==> config.mk <==
export PLATFORM = sky130hd
export DESIGN_NAME = onehot_encoder_sync
export DESIGN_NICKNAME = d
export VERILOG_FILES = /design/src/rtl/onehot_encoder_sync.sv
export SDC_FILE = /design/constraint.sdc
export NUM_CORES = 1
export LEC_CHECK = 0
export ABC_CLOCK_PERIOD_IN_PS = 3000
export CAP_MARGIN = 10
export CORE_MARGIN = 5
export CORE_UTILIZATION = 50
export CTS_CLUSTER_SIZE = 8
export DETAILED_ROUTE_END_ITERATION = 10
export DONT_BUFFER_PORTS = 1
export PLACE_DENSITY = 0.73
export SKIP_LAST_GASP = 1
export SYNTH_ARGS = -nofsm -noshare
export SYNTH_HDL_FRONTEND = slang
export SYNTH_SLANG_ARGS = --single-unit
==> constraint.sdc <==
create_clock -name clk -period 3 [get_ports clk]
set_input_delay 0.45 -clock clk [delete_from_list [all_inputs] [get_ports clk]]
set_output_delay 0.45 -clock clk [all_outputs]
set_load 0.05 [all_outputs]
==> src/rtl/onehot_encoder_sync.sv <==
// ---------------------------------------------------------------------------
// onehot_encoder_sync
//
// Registered 4-to-2 priority encoder with debounce and a valid/ready
// handshake. It is the encode-side partner of the 2-to-4 decoder. The block
// samples four request lines and waits until they have been nonzero and
// unchanged for DEBOUNCE_CYCLES consecutive clock edges. It then presents the
// index of the highest active line. After the consumer accepts the code, all
// lines must be released before another code can be issued.
//
// Parameters
//   DEBOUNCE_CYCLES : consecutive equal nonzero samples needed (1..255)
//   CNT_W           : debounce counter width, 2**CNT_W > DEBOUNCE_CYCLES
//
// Ports
//   clk    in   1  rising-edge system clock
//   reset  in   1  synchronous, active-high reset
//   in     in   4  request lines, in[3] has highest priority
//   ready  in   1  consumer accepts the code when ready && valid at an edge
//   code   out  2  encoded index of the highest active line
//   valid  out  1  code is stable and awaiting acceptance
//   err    out  1  multi-hot flag (only live when the macro below is defined)
//
// Optional feature
//   ONEHOT_MULTIHOT_ERR_EN : when defined, err is raised together with valid
//   if the debounced sample had more than one bit set. When undefined, err is
//   held at 0 and multi-hot inputs are silently priority-encoded.
//
// Every output comes straight from a flop. No input reaches an output
// combinationally.
// ---------------------------------------------------------------------------
module onehot_encoder_sync #(
  parameter int DEBOUNCE_CYCLES = 4,
  parameter int CNT_W           = 8
) (
  input  logic       clk,
  input  logic       reset,
  input  logic [3:0] in,
  input  logic       ready,
  output logic [1:0] code,
  output logic       valid,
  output logic       err
);

  typedef enum logic [1:0] {
    IDLE     = 2'd0,
    DEBOUNCE = 2'd1,
    PRESENT  = 2'd2,
    RELEASE  = 2'd3
  } state_t;

  localparam logic [CNT_W-1:0] DC_CNT  = CNT_W'(DEBOUNCE_CYCLES);
  localparam logic [CNT_W-1:0] CNT_ONE = CNT_W'(1);

  state_t           state_q, state_d;
  logic [CNT_W-1:0] cnt_q, cnt_d;
  logic [3:0]       sample_q, sample_d;
  logic [1:0]       code_q, code_d;
  logic             valid_q, valid_d;
  logic             err_q, err_d;

  logic [CNT_W-1:0] cnt_inc;

  // Highest set bit wins; an all-zero vector maps to 0, but that case is never
  // loaded because only nonzero samples reach the PRESENT load.
  function automatic logic [1:0] prio_enc(input logic [3:0] v);
    logic [1:0] r;
    if (v[3])      r = 2'd3;
    else if (v[2]) r = 2'd2;
    else if (v[1]) r = 2'd1;
    else           r = 2'd0;
    return r;
  endfunction

`ifdef ONEHOT_MULTIHOT_ERR_EN
  // Clearing the lowest set bit leaves something behind only when two or more
  // bits were set.
  function automatic logic multi_hot(input logic [3:0] v);
    return (v & (v - 4'd1)) != 4'd0;
  endfunction
`endif

  // The counter saturates instead of wrapping. This keeps a pathological
  // parameter choice from re-arming the debounce after an overflow.
  always_comb begin
    cnt_inc = (cnt_q == {CNT_W{1'b1}}) ? cnt_q : cnt_q + CNT_ONE;
  end

  // Next-state logic. All outputs are computed here as *_d values, so the
  // registered copies are the only things that reach the ports.
  always_comb begin
    state_d  = state_q;
    cnt_d    = cnt_q;
    sample_d = sample_q;
    code_d   = code_q;
    valid_d  = valid_q;
    err_d    = err_q;

    unique case (state_q)
      IDLE: begin
        if (in != 4'd0) begin
          sample_d = in;
          cnt_d    = CNT_ONE;
          if (DEBOUNCE_CYCLES == 1) begin
            // A single agreeing sample is already enough, so the code is
            // loaded on this same edge.
            code_d  = prio_enc(in);
            valid_d = 1'b1;
`ifdef ONEHOT_MULTIHOT_ERR_EN
            err_d   = multi_hot(in);
`else
            err_d   = 1'b0;
`endif
            state_d = PRESENT;
          end else begin
            state_d = DEBOUNCE;
          end
        end
      end

      DEBOUNCE: begin
        if (in == 4'd0) begin
          cnt_d   = '0;
          state_d = IDLE;
        end else if (in != sample_q) begin
          // A different nonzero pattern restarts the debounce window with the
          // new pattern instead of dropping back to IDLE.
          sample_d = in;
          cnt_d    = CNT_ONE;
        end else if (cnt_inc >= DC_CNT) begin
          code_d  = prio_enc(sample_q);
          valid_d = 1'b1;
`ifdef ONEHOT_MULTIHOT_ERR_EN
          err_d   = multi_hot(sample_q);
`else
          err_d   = 1'b0;
`endif
          cnt_d   = '0;
          state_d = PRESENT;
        end else begin
          cnt_d = cnt_inc;
        end
      end

      PRESENT: begin
        // The request lines are ignored while a code waits. The handshake
        // clears the flags, and code keeps its last value.
        if (ready) begin
          valid_d = 1'b0;
          err_d   = 1'b0;
          state_d = RELEASE;
        end
      end

      RELEASE: begin
        // One code per event: wait here until every line has dropped.
        if (in == 4'd0) begin
          state_d = IDLE;
        end
      end

      default: begin
        state_d = IDLE;
      end
    endcase
  end

  // State and output registers. A synchronous reset overrides everything and
  // aborts any pending code.
  always_ff @(posedge clk) begin
    if (reset) begin
      state_q  <= IDLE;
      cnt_q    <= '0;
      sample_q <= 4'd0;
      code_q   <= 2'd0;
      valid_q  <= 1'b0;
      err_q    <= 1'b0;
    end else begin
      state_q  <= state_d;
      cnt_q    <= cnt_d;
      sample_q <= sample_d;
      code_q   <= code_d;
      valid_q  <= valid_d;
      err_q    <= err_d;
    end
  end

  assign code  = code_q;
  assign valid = valid_q;
  assign err   = err_q;

endmodule

==> results of run 1 <==
cell usage in the layout (no fill, tap or decap), drive strengths merged, types with 2 or more instances in the layout:
master	count
o21ai	3
dfxtp	17
nor2	10
nand2	3
inv	3
nor3	3
and2	6
a311oi	2
mux2i	4
a21oi	3
clkbuf	4
a31oi	2
nand3	4
xnor2	3
nor4	2
final timing paths:
check / slack [ps] / from / depth (start not counted) / end
worst min register to register: 500 / cnt_q[5] / 1 / cnt_q[5]
worst max-delay path: 1420 / sample_q[3] / 5 / flop
worst min-delay path: 230 / reset / 1 / code[0]
worst max register to register: 1420 / sample_q[3] / 5 / flop
cells in the mapped netlist, types with 2 or more instances:
library cell | instances | area, sq um
dfxtp_1 | 17 | 340
nor2_1 | 8 | 30.0
and2_1 | 5 | 31.3
mux2i_1 | 4 | 40.0
nand3_1 | 4 | 20.0
a21oi_1 | 3 | 15.0
inv_1 | 3 | 11.3
nand2_1 | 3 | 11.3
xnor2_1 | 3 | 26.3
a311oi_1 | 2 | 17.5
a31oi_1 | 2 | 12.5
nor2_2 | 2 | 12.5
o21ai_0 | 2 | 10.0
state kept, by name, indices dropped and copies added, names as in the netlist, named ones only:
name / cells
cnt_q: 8
code: 2
sample_q: 4
state_q: 1
valid: 1
per-stage QoR:
stage / hold WS, ps / cells
6_report: 228 / 98
4_1_cts: 221 / 98
3_5_place_dp: 476 / 94
2_1_floorplan: 454 / 81
3_3_place_gp: 475 / 94
5_1_grt: 207 / 98
cells by family (layout without fill, tap and decap cells):
kind of cell,Yosys count,in the layout
and+or+nand+nor,32,32
DFF,17,17
AOI/OAI and AO/OA,15,15
buffers and inverters,6,7
muxes,5,5
xor gates and xnor gates,4,4
adders and majority gates,1,1
other,1,1
worst max-delay path, stage by stage, from the launching register on:
cell	delay [ps]
dfxtp_1	420
xnor2_1	140
nand3_1	130
nor3_4	360
o21ai_0	160
a221oi_1	280
metal layers:
layer,global-route usage (%),vias up
li1,-,289
met1,14.8,272
met2,19.3,9
met3,4.22,0
met4,3.93,0
met5,0,-
layout make-up:
| class | instances | share of cell area (%) |
|---|---|---|
| inverters | 3 | 1.38 |
| flip-flops and latches | 17 | 41.7 |
| well taps | 16 | 2.45 |
| multi-input cells | 58 | 51.2 |
| clock buffers | 4 | 3.22 |
report_power, final:
part / switching [mW] / leakage, nW / internal, mW
clock network: 0.0639 / 0.0150 / 0.0515
registers: 0.00585 / 0.139 / 0.231
logic: 0.0147 / 0.156 / 0.0120
total: 0.0845 / 0.310 / 0.294
==> flow_metrics.py, run 1 <==
metrics = {
    "clock_tree": {
        "cts_setup_buffers": 0,
        "cts-resized-gates": 0,
        "clkTransAtPathRegs_ps": 90,
        "cts_tree": "yes",
        "clockBufferDepth": 2,
        "clkLatencyLatePin_ps": 280,
        "cts_root_buf": "clkbuf_4",
        "hold_buffers": 0,
        "cts_buffers": 3,
        "clock-sinks": 17,
        "htree_levels": 1,
    },
    "power": {
        "p_leak_nw": 0.310,
        "power.density_mw_per_mm2": 465,
        "peakVddDrop_mv": 0.230,
        "total_power_mw": 0.379,
    },
    "floorplan": {
        "io_pins": 11,
        "die_y_microns": 49.8,
        "fp-row-count": 14,
        "initial_core_util_pct": 52.5,
        "core-area_sq_mm": 0.00151,
        "die_w_microns": 49.8,
        "die-area_sq_mm": 0.00248,
    },
    "sta": {
        "setup_viol": 0,
        "period_minus_slack_ps": 1580,
        "setup_tns_ps": 0,
        "finClkSkew_ps": 1.93,
        "max_freq_mhz": 634,
        "rsz0062_at_grt": "no",
        "slew_headroom_pct": 64.6,
        "layout_setup_ws_ps": 1420,
        "hold_violations": 0,
        "worst_slew_pin_slew_ps": 530,
        "period_share_pct": 52.6,
        "slew_violations": 0,
    },
    "routing": {
        "wl_met1_microns": 636,
        "vias_per_cell": 5.82,
        "wl_met2_microns": 665,
        "via_count": 570,
        "drcViolationCount": 0,
        "dr.pass1.iters": 5,
        "met3_length_microns": 74,
        "wire_per_inst_microns": 14.0,
        "detail-route-antenna-nets": 0,
        "highest_layer": "met3",
        "drt_iter0_drc": 2,
        "wirelength_mm": 1.38,
    },
    "grt": {
        "grt_overflow": 0,
        "antenna_found_initial": 0,
        "grt_pass1_wl_mm": 2.38,
        "grt_pass1_vias": 546,
        "grt_max_degree": 12,
        "grtUsageTotal_pct": 12.0,
    },
    "setup_path": {
        "end_kind": "flop",
        "worst_ep_arrival_time_ps": 1760,
        "critPathRequiredTime_ps": 3180,
        "worstSetupPathType": "reg -> reg",
        "path_max_fanout": 9,
        "start_kind": "flop",
    },
    "cells_and_area": {
        "num_antenna_cells": 0,
        "drive_gt1_share_pct": 17.1,
        "nets": 91,
        "synthToLayoutAreaGrowth_pct": 3.16,
        "stdcell_area_sq_um": 816,
        "fillCellCount": 150,
        "multi_input_area_sq_um": 418,
        "area.sequential_sq_um": 340,
        "fin_util_pct": 54.2,
    },
    "synth": {
        "syn_nets": 89,
        "synth_cell_types": 36,
        "ys_seq_area_share_pct": 43.0,
        "yosys_warnings": 0,
        "syn_area_per_cell_sq_um": 9.76,
        "synth_edf_count": 0,
        "post_synth_mux_area_share_pct": 6.49,
        "synthAdderAreaFrac_pct": 1.58,
        "syn_inst": 81,
        "synth-compound-area-share_pct": 13.9,
        "synth-seq-cells": 17,
        "synth_ff_type": "dfxtp_1",
        "synth_top_family_by_area": "simple AND/OR/NAND/NOR gates",
        "synth.cell_area_sq_um": 791,
        "yosys.area_share.simple_pct": 25.9,
        "synthArstFlopShare_pct": 0,
        "synth_xor_xnor_area_share_pct": 4.43,
    },
    "placement": {
        "dp.final_hpwl_mm": 1.04,
        "placed_cell_area_sq_um": 790,
        "io_buffers": 0,
        "gp_congestion": 0.765,
        "place_worst_setup_slack_ps": 1400,
    },
    "worst_hold_path": {
        "hold_path_class": "in -> reg",
    },
    "flow_run": {
        "maxCapViolations": 0,
    },
    "status": {
        "outcome": "finished, final reports clean",
    },
}
Note: power is estimated with default switching activity, not from simulation.
==> run 2, diff against run 1 <==
ABC_CLOCK_PERIOD_IN_PS = 1650   (was 3000)
clock period = 1.65 ns   (was 3 ns; I/O delays follow)
==> flow_metrics.py, run 2 (same netlist as run 1, synthesis figures left out) <==
metrics = {
    "cells_and_area": {
        "layout.cells.non_filler": 104,
        "drive_gt1_share_pct": 21.6,
        "stdcell_area_sq_um": 862,
        "area.sequential_sq_um": 340,
        "final_common_cell": "dfxtp_1",
        "multi_input_area_sq_um": 423,
        "fillCellCount": 142,
        "nets": 97,
        "largest_reg_flops": 8,
        "mostFrequentLayoutCells": "dfxtp_1 (17), nor2_1 (8), and2_1 (5)",
        "synthToLayoutAreaGrowth_pct": 9.02,
        "max_flop_register": "cnt_q",
        "num_antenna_cells": 0,
    },
    "setup_path": {
        "critPathRequiredTime_ps": 1840,
        "worstSetupPathType": "reg -> reg",
        "path_max_fanout": 4,
        "start_kind": "flop",
        "slowest_delay_ps": 530,
        "end_kind": "flop",
        "worst_ep_arrival_time_ps": 1780,
        "cp_slowest_cell": "or4_4",
        "crit_path_cell_trace": "or4_4 -> nor2_2 -> o21ai_1 -> a311oi_1",
    },
    "routing": {
        "dr.pass1.iters": 4,
        "wirelength_mm": 1.47,
        "vias_per_cell": 6.01,
        "via_count": 625,
        "wire_per_inst_microns": 14.1,
        "detail-route-antenna-nets": 0,
        "drt_iter0_drc": 16,
        "drcViolationCount": 0,
    },
    "floorplan": {
        "die_w_microns": 49.8,
        "die_y_microns": 49.8,
        "initial_core_util_pct": 52.5,
        "fp-row-count": 14,
        "io_pins": 11,
        "die-area_sq_mm": 0.00248,
        "core-area_sq_mm": 0.00151,
    },
    "power": {
        "combPwrFrac_pct": 7.7,
        "power.density_mw_per_mm2": 825,
        "seqPwrFrac_pct": 60.5,
        "p_sw_mw": 0.175,
        "peakVddDrop_mv": 0.593,
        "p_leak_nw": 0.342,
        "p_int_mw": 0.536,
        "p_sw_share_pct": 24.6,
        "clkPwrFrac_pct": 31.8,
    },
    "grt": {
        "grtUsageTotal_pct": 12.4,
        "grt_max_degree": 11,
        "grt_overflow": 0,
        "grt_pass1_vias": 597,
        "antenna_found_initial": 0,
        "grt_pass1_wl_mm": 2.45,
    },
    "worst_hold_path": {
        "hold_path_class": "in -> reg",
    },
    "sta": {
        "slew_violations": 0,
        "setup_viol": 0,
        "finClkSkew_ps": 6.33,
        "hold_violations": 0,
        "setup_tns_ps": 0,
        "rsz0062_at_grt": "no",
        "period_share_pct": 96.0,
        "max_freq_mhz": 632,
        "period_minus_slack_ps": 1580,
        "slew_headroom_pct": 66.2,
        "worst_slew_pin_slew_ps": 507,
    },
    "placement": {
        "post-place-cells": 96,
        "placed_cell_area_sq_um": 805,
        "io_buffers": 0,
        "dp.final_hpwl_mm": 1.01,
        "gp_congestion": 0.829,
    },
    "clock_tree": {
        "cts_buffers": 3,
        "cts_root_buf": "clkbuf_4",
        "clockBufferDepth": 2,
        "cts-resized-gates": 0,
        "clkTransAtPathRegs_ps": 100,
        "clock-sinks": 17,
        "clkLatencyLatePin_ps": 290,
        "cts_tree": "yes",
        "htree_levels": 1,
    },
    "status": {
        "outcome": "finished, final reports clean",
    },
    "flow_run": {
        "maxCapViolations": 0,
    },
}
## run 2: changes by cell type in the layout (fill, tap and decap cells not counted), sizes merged
cell,previous run,this run
clkinv,0,1
o21ai,3,4
clkbuf,4,3
dlygate4sd3,0,1
buf,0,4
## run 2: area by class of cell
cell class                 count  share of cell area (%)
sequential                    17                    39.5
clock inverter                 1                   0.581
clock buffer                   3                    2.61
multi-input combinational     59                    49.1
tap                           16                    2.32
timing repair buffer           5                    4.64
inverter                       3                    1.31
## run 2: path summary, 6_finish.rpt
check | from | to | slack [ps] | cells past startpoint
setup / recovery | cnt_q[7] | state_q[0] | 70 | 4
hold / removal | reset | valid | 10 | 1
setup reg to reg | cnt_q[7] | state_q[0] | 70 | 4
hold reg to reg | cnt_q[5] | cnt_q[5] | 500 | 1
## run 2: critical path, delay by kind of cell, from the launching register on
| kind | cells | cell delay [ps] |
|---|---|---|
| flops | 1 | 340 |
| compound gates | 2 | 470 |
| simple gates | 2 | 670 |
## run 2: repair_timing
| item | CTS | global route |
|---|---|---|
| endpoints found under the setup margin | 0 | 2 |
| endpoints found under the hold margin | 2 | 0 |
| setup buffers | 0 | 2 |
| hold buffers | 1 | 0 |
## run 2: routing by layer
metal | GRT usage [%] | vias to the layer above | share of wire, %
met1 | 14.7 | 296 | 44
li1 | - | 307 | -
met5 | 0 | - | 0
met4 | 4.80 | 0 | 0.55
met2 | 18.4 | 20 | 46
met3 | 6.93 | 2 | 9.0
## run 2: power by group through the flow
stage,sequential (mW),clock (mW),combinational [mW]
4_1_cts,0.430,0.237,0.0527
3_5_place_dp,0.440,0,0.0494
3_3_place_gp,0.439,0,0.0484
5_1_grt,0.432,0.254,0.0615
6_report,0.430,0.226,0.0548
2_1_floorplan,0.437,0,0.0487
## run 2: stage by stage
stage | utilization (%) | hold WS (ps) | setup WS (ps) | total power [mW]
finish | 57.2 | 14.8 | 66.6 | 0.711
detailed placement | 53.4 | 320 | 134 | 0.489
global route | 57.2 | 1.49 | 4.53 | 0.748
CTS | 55.9 | 2.19 | 95.3 | 0.720
global placement | 53.4 | 318 | 144 | 0.487
floorplan | - | 395 | 231 | 0.486
==> run 3, diff against run 2 <==
ABC_AREA = 1   (was not set)
CORE_ASPECT_RATIO = 0.7   (was not set)
CTS_CLUSTER_DIAMETER = 30   (was not set)
==> flow_metrics.py, run 3 <==
metrics = {
    "status": {
        "outcome": "finished, final reports clean",
    },
    "grt": {
        "grtUsageTotal_pct": 15.2,
        "grt_max_degree": 10,
        "grt_overflow": 0,
        "grt_pass1_wl_mm": 3.06,
        "antenna_found_initial": 0,
        "grt_pass1_vias": 747,
    },
    "flow_run": {
        "maxCapViolations": 0,
    },
    "floorplan": {
        "die_w_microns": 61.5,
        "initial_core_util_pct": 51.4,
        "io_pins": 11,
        "die_y_microns": 46.0,
        "fp-row-count": 13,
        "die-area_sq_mm": 0.00283,
        "core-area_sq_mm": 0.00181,
    },
    "sta": {
        "setup_tns_ps": 0,
        "period_minus_slack_ps": 1410,
        "setup_viol": 0,
        "finClkSkew_ps": 4.27,
        "period_share_pct": 85.3,
        "max_freq_mhz": 710,
        "worst_slew_pin_slew_ps": 507,
        "slew_violations": 0,
        "rsz0062_at_grt": "no",
        "hold_violations": 0,
        "slew_headroom_pct": 66.2,
    },
    "cells_and_area": {
        "max_flop_register": "cnt_q",
        "synthToLayoutAreaGrowth_pct": 6.34,
        "nets": 158,
        "stdcell_area_sq_um": 986,
        "largest_reg_flops": 8,
        "final_common_cell": "nand2_1",
        "fin_util_pct": 54.6,
        "mostFrequentLayoutCells": "nand2_1 (40), nor2_1 (20), inv_1 (18)",
        "drive_gt1_share_pct": 14.8,
        "num_antenna_cells": 0,
    },
    "clock_tree": {
        "cts_buffers": 3,
        "cts-resized-gates": 0,
        "cts_root_buf": "clkbuf_4",
        "clkTransAtPathRegs_ps": 90,
        "cts_tree": "yes",
        "cts_setup_buffers": 0,
        "clock-sinks": 17,
        "clkLatencyLatePin_ps": 290,
        "clockBufferDepth": 2,
        "htree_levels": 1,
    },
    "placement": {
        "dp.final_hpwl_mm": 1.46,
        "io_buffers": 0,
        "gp_congestion": 0.771,
        "placed_cell_area_sq_um": 950,
    },
    "power": {
        "seqPwrFrac_pct": 57.8,
        "total_power_mw": 0.754,
        "p_leak_nw": 0.445,
        "p_int_mw": 0.551,
        "clkPwrFrac_pct": 28.4,
        "peakVddDrop_mv": 0.436,
        "power.density_mw_per_mm2": 764,
        "p_sw_share_pct": 26.9,
        "p_sw_mw": 0.203,
        "combPwrFrac_pct": 13.8,
    },
    "worst_hold_path": {
        "hold_path_class": "in -> reg",
        "min_from": "reset",
        "hold_path_depth": 1,
    },
    "synth": {
        "synth_edf_count": 0,
        "syn_nets": 153,
        "synthArstFlopShare_pct": 0,
        "yosys.area.top_type": "dfxtp_1",
        "synth_area_leaders": "dfxtp_1 (37%), nand2_1 (16%), nor2_1 (8.1%)",
        "synthTopCellsByCount": "nand2_1 (40), nor2_1 (20), inv_1 (18)",
        "synth_cell_types": 18,
        "synth_top_family_by_area": "simple AND/OR/NAND/NOR gates",
        "syn_area_per_cell_sq_um": 6.39,
        "post_synth_mux_area_share_pct": 0,
        "synth_xor_xnor_area_share_pct": 0,
        "synth-compound-area-share_pct": 4.32,
        "synth-seq-cells": 17,
        "yosys_warnings": 0,
        "ys_seq_area_share_pct": 36.7,
        "synth.cell_area_sq_um": 927,
        "synth_ff_type": "dfxtp_1",
        "yosysTopAreaCellShare_pct": 36.7,
        "yosysMostFrequentCell": "nand2_1",
        "syn_inst": 145,
        "yosys.area_share.simple_pct": 46.2,
        "synthAdderAreaFrac_pct": 1.35,
    },
    "setup_path": {
        "ff2ff_path_depth": 9,
        "crit_path_cell_trace": "ha_1 -> nand2_1 -> nand2_1 -> nor2_1 -> nand2_1 -> nand2_1 -> nor2_2 -> inv_2 -> a21oi_1",
        "crit_cells": 9,
        "path_buf_inv": 1,
        "worst_ep_arrival_time_ps": 1620,
        "crit_start": "cnt_q[0]",
        "start_kind": "flop",
        "path_max_fanout": 6,
        "worstSetupPathType": "reg -> reg",
        "slowest_delay_ps": 400,
        "cpMostUsedCell": "nand2_1",
        "cp_slowest_cell": "dfxtp_1",
        "r2r_start": "cnt_q[0]",
        "crit_family": "simple AND/OR/NAND/NOR gates",
        "end_kind": "flop",
        "critPathRequiredTime_ps": 1870,
    },
    "routing": {
        "detail-route-antenna-nets": 0,
        "dr.pass1.iters": 4,
        "wirelength_mm": 1.87,
        "wire_per_inst_microns": 10.9,
        "via_count": 842,
        "drt_iter0_drc": 26,
        "drcViolationCount": 0,
        "vias_per_cell": 4.92,
    },
}
-- run 3: path summary, 6_finish.rpt --
kind | endpoint | slack (ps)
max | flop | 240
min | cnt_q[6] | 20
max reg2reg | flop | 240
min reg2reg | cnt_q[5] | 460
-- run 3: cell type report --
class                      instances  area (sq um)
inverter                          24          90.1
multi-input combinational        102           484
timing repair buffer               2          17.5
clock buffer                       4          26.3
sequential                        17           340
tap                               22          27.5
fill                             185           820
-- run 3: what timing repair did --
item,4_1_cts,5_1_grt
endpoints found under the setup margin,0,0
hold endpoints to repair,0,3
hold buffers,0,1
-- run 3: power by group through the flow --
stage | registers [mW] | clock network, mW | logic (mW)
final | 0.436 | 0.214 | 0.104
after global routing | 0.437 | 0.249 | 0.115
after CTS | 0.435 | 0.229 | 0.100
after detailed placement | 0.445 | 0 | 0.0999
after global placement | 0.444 | 0 | 0.0971
after floorplan | 0.441 | 0 | 0.0911
-- run 3: logic make-up (layout without fill, tap and decap cells) --
family,after synthesis,in the layout
AO/OA/AOI/OAI,8,8
adder cells (fa/ha/maj),1,1
AND/OR/NAND/NOR,92,92
buffers and inverters,26,30
flip-flops,17,17
other,1,1
-- run 3: worst register-to-register path, delay by kind of cell, from the launching register on --
| kind | cells | cell delay [ps] |
|---|---|---|
| adders and majority gates | 1 | 210 |
| AOI/OAI and AO/OA | 1 | 120 |
| buffers and inverters | 1 | 50 |
| DFF | 1 | 400 |
| and+or+nand+nor | 6 | 540 |
-- run 3: stage by stage --
step           worst slack (ps)  instances  hold slack (ps)
3_3_place_gp                325        166              318
5_1_grt                    39.4        171             1.88
3_5_place_dp                270        166              323
6_report                    242        171             22.7
2_1_floorplan               415        145              438
4_1_cts                     234        170             4.63
-- run 3: routing by layer --
layer / part of all wire, % / vias up / track usage (%)
met1: 47 / 354 / 18.5
li1: - / 448 / -
met2: 43 / 36 / 22.2
met3: 8.6 / 4 / 8.22
met5: 0 / - / 0
met4: 1.3 / 0 / 6.78
